[config.mk]
export PLATFORM = sky130hd
export DESIGN_NAME = hazard_stall_unit
export DESIGN_NICKNAME = d
export VERILOG_FILES = /design/src/rtl/pipeline_pkg.sv /design/src/rtl/stall_counter.sv /design/src/rtl/hazard_stall_unit.sv
export SDC_FILE = /design/constraint.sdc
export NUM_CORES = 1
export LEC_CHECK = 0
export BUFFER_PORTS_ARGS = -buffer_cell sky130_fd_sc_hd__buf_2
export CORE_AREA = 4 4 41 43
export CTS_BUF_LIST = sky130_fd_sc_hd__clkbuf_8
export CTS_CLUSTER_DIAMETER = 60
export CTS_CLUSTER_SIZE = 24
export DETAILED_ROUTE_END_ITERATION = 7
export DIE_AREA = 0 0 45 47
export HOLD_SLACK_MARGIN = 0.15
export SYNTH_ARGS = -nofsm -noshare
export SYNTH_HDL_FRONTEND = slang
export SYNTH_SLANG_ARGS = --single-unit
[constraint.sdc]
create_clock -name Clk -period 2.65 [get_ports Clk]
set_clock_uncertainty 0.05 [all_clocks]
set_input_delay 0.1325 -clock Clk [delete_from_list [all_inputs] [get_ports Clk]]
set_output_delay 0.1325 -clock Clk [all_outputs]
set_load 0.02 [all_outputs]
[src/rtl/pipeline_pkg.sv]
// Shared pipeline-control types and constants for the hazard/stall logic.
package pipeline_pkg;

    typedef enum logic [1:0] {
        StRun     = 2'b00,
        StBrStall = 2'b01
    } state_e;

    localparam logic [4:0]  REG_ZERO                = 5'd0;
    localparam int unsigned BRANCH_STALL_CYCLES_DEF = 2;

endpackage

[src/rtl/stall_counter.sv]
// Loadable down-counter; done flags the last held cycle. Saturates at 1 so it never wraps.
module stall_counter #(
    parameter int unsigned WIDTH = 2
) (
    input  logic             clk,
    input  logic             rst_n,
    input  logic             load,
    input  logic [WIDTH-1:0] load_val,
    input  logic             dec,
    output logic             done
);

    logic [WIDTH-1:0] count_q;

    always_ff @(posedge clk) begin
        if (!rst_n) begin
            count_q <= '0;
        end else if (load) begin
            count_q <= load_val;
        end else if (dec && (count_q > WIDTH'(1))) begin
            count_q <= count_q - WIDTH'(1);
        end
    end

    assign done = (count_q == WIDTH'(1));

endmodule

[src/rtl/hazard_stall_unit.sv]
// Load-use and branch stall/flush control for the 5-stage pipeline.
// Optional perf counters enabled by defining HAZARD_PERF_EN.
module hazard_stall_unit
    import pipeline_pkg::*;
#(
    parameter int unsigned BRANCH_STALL_CYCLES = BRANCH_STALL_CYCLES_DEF
) (
    input  logic       Clk,
    input  logic       Reset,
    input  logic [4:0] IFID_Rs,
    input  logic [4:0] IFID_Rt,
    input  logic       IFID_UsesRt,
    input  logic       ID_Branch,
    input  logic       IDEX_MemRead,
    input  logic [4:0] IDEX_Rt,
    output logic       PCHold,
    output logic       IFIDHold,
    output logic       IFIDFlush,
    output logic       IDEXBubble,
    output logic [1:0] debug_state
`ifdef HAZARD_PERF_EN
    ,
    output logic [31:0] perf_luh_cnt,
    output logic [31:0] perf_br_cnt
`endif
);

    localparam int unsigned      CntW      = $clog2(BRANCH_STALL_CYCLES + 1);
    localparam logic [CntW-1:0]  StallLoad = CntW'(BRANCH_STALL_CYCLES);

    state_e state_q;
    logic   br_q;
    logic   luh;
    logic   run;
    logic   in_br;
    logic   cnt_load;
    logic   cnt_done;

    // Qualified by Reset so the Mealy stall outputs are quiet during reset.
    assign luh = Reset && IDEX_MemRead && (IDEX_Rt != REG_ZERO) &&
                 ((IDEX_Rt == IFID_Rs) || (IFID_UsesRt && (IDEX_Rt == IFID_Rt)));

    assign run      = (state_q == StRun);
    assign in_br    = (state_q == StBrStall);
    assign cnt_load = run && !luh && ID_Branch;

    stall_counter #(
        .WIDTH(CntW)
    ) u_br_cnt (
        .clk     (Clk),
        .rst_n   (Reset),
        .load    (cnt_load),
        .load_val(StallLoad),
        .dec     (in_br),
        .done    (cnt_done)
    );

    always_ff @(posedge Clk) begin
        if (!Reset) begin
            state_q <= StRun;
            br_q    <= 1'b0;
        end else begin
            case (state_q)
                StRun: begin
                    if (cnt_load) begin
                        state_q <= StBrStall;
                        br_q    <= 1'b1;
                    end
                end
                StBrStall: begin
                    if (cnt_done) begin
                        state_q <= StRun;
                        br_q    <= 1'b0;
                    end
                end
                default: begin
                    state_q <= StRun;
                    br_q    <= 1'b0;
                end
            endcase
        end
    end

    assign PCHold      = (run && luh) || br_q;
    assign IFIDHold    = run && luh;
    assign IDEXBubble  = run && luh;
    assign IFIDFlush   = br_q;
    assign debug_state = state_q;

`ifdef HAZARD_PERF_EN
    logic [31:0] perf_luh_q;
    logic [31:0] perf_br_q;

    always_ff @(posedge Clk) begin
        if (!Reset) begin
            perf_luh_q <= '0;
            perf_br_q  <= '0;
        end else begin
            if (run && luh) perf_luh_q <= perf_luh_q + 32'd1;
            if (in_br)      perf_br_q  <= perf_br_q + 32'd1;
        end
    end

    assign perf_luh_cnt = perf_luh_q;
    assign perf_br_cnt  = perf_br_q;
`endif

endmodule

Word-level counts from Yosys, hierarchy flattened
Index checks and enable logic that the tools add are counted.
W data, S select, Z words.
Storage, ports and cells
  flip-flop bits (word level): 5
  bits of input ports: 20
Operators by class
  add/subtract/negate cells: 1
  order comparisons: 1
  equal/unequal tests: 6
  mux-type cells: 8
  bitwise gates (word level): 1
  reduce and logical (&&, ||, !) cells: 16
Operators by type and width (count)
  $eq A5 B5 Y1: 2
  $logic_and A1 B1 Y1: 8
  $mux W2: 4
  $reduce_bool A5 Y1: 1
  $eq A2 B1 Y1 const B: 2
  $pmux W2 S2: 1
  $gt A2 B1 Y1 const B: 1
  $logic_not A2 Y1: 1
  $logic_or A1 B1 Y1: 2
  $mux W1: 2
  $ne A2 B1 Y1 const B: 1
  $ne A2 B2 Y1 const B: 1
  $pmux W1 S2: 1
  $reduce_and A2 Y1: 1
  $reduce_bool A2 Y1: 1
  $reduce_or A2 Y1: 1
  $sub A2 B1 Y2 const B: 1
  $logic_not A1 Y1: 1
  $not A1 Y1: 1

Longest topological paths before layout
  depth after elaboration: 9
  depth in mapped cells: 6
  mapped depth without buffers: 6

By module
From an unflattened synthesis, not the netlist that was laid out.
Second synthesis, totals
  cells, all modules: 43
  area, all modules: 344.1 um^2
By module, submodules not included
  hazard_stall_unit: times used 1, cells an instance 30, area each 234.0 um^2, seq. area each 20.0 um^2
  stall_counter: times used 1, cells an instance 13, area each 110.1 um^2, seq. area each 40.0 um^2

Worst setup path before layout
OpenSTA, ideal clock, no wires.
  path type: input port to output port
  start point: in IDEX_Rt[3]
  end point: out IFIDHold
  data arrival time: 1.559 ns
  required time: 2.467 ns
  path slack: 0.909 ns
  stages on the path: 5
  buffers on the path: 1
  path through: xor2_1 > nor4_1 > a32oi_1 > nor3_1 > buf_4
Between the ends
  word-level cells in the longest chain between the ends: 5
  elaborated cells between the ends (all ways): 8
  classes of those cells: 2 x eq/ne; 6 x reduce/logical
Ends and longest elaborated chain
  start, declared: RTL line hazard_stall_unit.sv:15  | input logic [4:0] IDEX_Rt,
  $eq A5 B5 Y1: RTL line hazard_stall_unit.sv:41  | ((IDEX_Rt == IFID_Rs) || (IFID_UsesRt && (IDEX_Rt == IFID_Rt)));
  $logic_and A1 B1 Y1: RTL line hazard_stall_unit.sv:41
  $logic_or A1 B1 Y1: RTL line hazard_stall_unit.sv:41
  $logic_and A1 B1 Y1 *: RTL line hazard_stall_unit.sv:40  | assign luh = Reset && IDEX_MemRead && (IDEX_Rt != REG_ZERO) &&
  $logic_and A1 B1 Y1 *
  end, declared: RTL line hazard_stall_unit.sv:17  | output logic IFIDHold,
Every way passes the cells marked *; elsewhere a longest branch is shown, timed or not.

Worst setup path in the final report
  start point: in IDEX_Rt[3]
  end point: out IFIDHold
Between the ends
  word-level cells in the longest chain between the ends: 5
  elaborated cells between the ends (all ways): 8
  classes of those cells: 2 x eq/ne; 6 x reduce/logical
Ends and longest elaborated chain
  $eq A5 B5 Y1: RTL line hazard_stall_unit.sv:41
  $logic_and A1 B1 Y1: RTL line hazard_stall_unit.sv:41
  $logic_or A1 B1 Y1: RTL line hazard_stall_unit.sv:41
  $logic_and A1 B1 Y1 *: RTL line hazard_stall_unit.sv:40
  $logic_and A1 B1 Y1 *: RTL line hazard_stall_unit.sv:85  | assign IFIDHold = run && luh;
Marked as above.

==> run summary <==
Core Util, Final - 0.387
H-tree depth - 1
CP startpoint - IDEX_Rt[3]
syn nets - 61
DRC violations left - 0
Die Area - 2120 um^2
Die Span Y - 47 um
number of port buffers - 24
FFs w/ async S/R, synth - 0
Max-Cap Viols - 0
Skew-Pair Late Insertion Delay - 0.22 ns
num ports - 26
pre-CTS WS - 1.01 ns
status - finished, final reports clean
initial drt markers - 4
period utilization - 0.610
drt via density - 4.71
r2r startpoint - u_br_cnt.count_q[1]
Setup WS post-layout - 1.03 ns
first-pass GRT wire length - 1420 um
commonest cells in the netlist - 9 x xor2_1, 3 x buf_4, 3 x dfxtp_1, 3 x inv_1
Synth Cell Area - 342 um^2
Hold Crit Class - input pin to flop
post-layout min period - 1.62 ns
top cells by area, synth - xor2_1 23%, dfxtp_1 18%, a32o_2 6.6%
Overall Power - 0.298 mW
CTS Hold Bufs - 0
total iterations of the first detailed-routing run - 2
type of origin of the critical path - input pin
Fmax - 618 MHz
Post-synth top flop - dfxtp_1
Leakage - 0.264 nW
clk buf depth - 2
synth unique cells - 21
Sum Neg Setup Slack - 0 ns
CORE AREA - 1300 um^2
Syn Area/Cell - 8.54 um^2
Routed Antenna Nets - 0
Yosys top cell area share - 0.231
Ys Warns - 0
r2r worst-path depth - 5
grt total ovfl - 0
largest net degree at the start of global routing - 10
final net count - 87
CP max FO - 5
antenna cell count - 0
DIE WIDTH - 45 um
CP Data Arrival Time - 1.43 ns
Initial Util - 0.263
Worst Hold Depth - 3
most frequent cell after synthesis - xor2_1
post-synthesis register bit count - 3
All-Layer GR Usage - 0.0946
max-slew violations - 0
Setup CP Type - input pin to output pin
CTS tree - yes
Fin. Hold Viols - 0
WL/cell - 11.6 um
Placer Congestion - 0.758
CTS clock-pin slew for the worst setup and hold paths - 0.03 ns
critical path capture point type - output pin
CTS Buf Count - 3
RSZ-0062 raised after global routing - no
DR vias - 377
post_cts resized - 0
PwrDens - 592 nW/um^2
register area share after synthesis - 0.176
R2R Setup Slk - 1.27 ns
vias in the first global route - 386
Crit path required time - 2.47 ns
DPL Wire Length - 779 um
initial antenna violation count - 0
Post-synth EDFFs - 0
Layout area overhead - 47.3%
Root Buffer - clkbuf_8
Hold Path End - u_br_cnt.count_q[0]
VDD IR max - 0.000332 V
Mapped Cells - 40
share of post-route cells with drive strength above 1 - 0.462
Reg-to-Reg End - u_br_cnt.count_q[1]
hold path startpoint - Reset
clk sinks - 3
Rows - 13
Post-Route WL - 927 um
largest area contributor in the netlist - xor2_1
# setup viols final - 0
post-CTS setup repair buffer count - 0
Hold Slack - 0.183 ns
report_power, final:
group / switching [mW] / internal [mW] / leakage [nW] / total (mW)
Clock: 0.0313 / 0.0987 / 0.0269 / 0.130
Combinational: 0.0510 / 0.0494 / 0.212 / 0.100
Sequential: 0.0120 / 0.0552 / 0.0250 / 0.0672
Total: 0.0943 / 0.203 / 0.264 / 0.298
registers in the layout, summed over array words and instances, names as in the netlist:
register and flops:
IFIDFlush 1, u_br_cnt.count_q 2
cell families (layout without fill, tap and decap cells):
family | after synthesis | count (layout) | share of synthesized area
buffers and inverters | 6 | 31 | 0.0989
other | 1 | 1 | 0.0110
flip-flops | 3 | 3 | 0.176
adder cells (fa/ha/maj) | 1 | 1 | 0.0366
AND/OR/NAND/NOR | 9 | 9 | 0.158
XOR/XNOR | 11 | 11 | 0.282
AO/OA/AOI/OAI | 9 | 9 | 0.238
area by class of cell:
class | count | area (um^2)
fillers | 152 | 798
flip-flops and latches | 3 | 60.1
clock inverters | 1 | 3.75
multi-input cells | 31 | 248
repair buffers | 24 | 120
clock buffers | 3 | 41.3
well taps | 15 | 18.8
inverters | 3 | 11.3
per-layer routing:
layer	routed length, um	share of wire	global-route usage	up-vias
li1	-	-	-	191
met4	0	0	0.0643	0
met2	514	0.55	0.178	13
met1	320	0.35	0.0814	173
met3	92	0.099	0.0383	0
met5	0	0	0	-
cells in the final DEF, fill, tap and decap left out:
master | Yosys | routed
a32oi_1 | 1 | 1
a21o_1 | 2 | 2
nor3b_1 | 1 | 1
nand3b_1 | 2 | 2
or4_1 | 1 | 1
xor2_1 | 9 | 9
o21bai_1 | 1 | 1
conb_1 | 1 | 1
inv_1 | 3 | 4
xnor2_1 | 2 | 2
o31ai_1 | 1 | 1
clkbuf_8 | 0 | 3
dfxtp_1 | 3 | 3
buf_2 | 0 | 24
nor3_1 | 2 | 2
a32o_2 | 2 | 2
o211ai_1 | 1 | 1
nand2_1 | 1 | 1
o211ai_2 | 1 | 1
ha_1 | 1 | 1
nor4_1 | 1 | 1
nor2_1 | 1 | 1
metrics by stage:
stage	instances	instance area, um^2
finish	80	503
global route	80	503
CTS	80	503
detailed placement	76	458
global placement	76	458
floorplan	40	342
how the worst max path moves through the flow:
stage	end	slack, ns	cells past startpoint
final	IFIDHold	1.03	6
after global routing	IFIDHold	0.84	6
after CTS	IFIDHold	1.01	6
after detailed placement	IFIDHold	1.01	6
after global placement	IFIDHold	1.12	6
after floorplan	IFIDHold	0.91	5
critical path, stage by stage:
cell,delay [ns]
buf_2,0.12
xor2_1,0.16
nor4_1,0.28
a32oi_1,0.24
nor3_1,0.28
buf_2,0.22
Note: power is estimated with default switching activity, not from simulation.
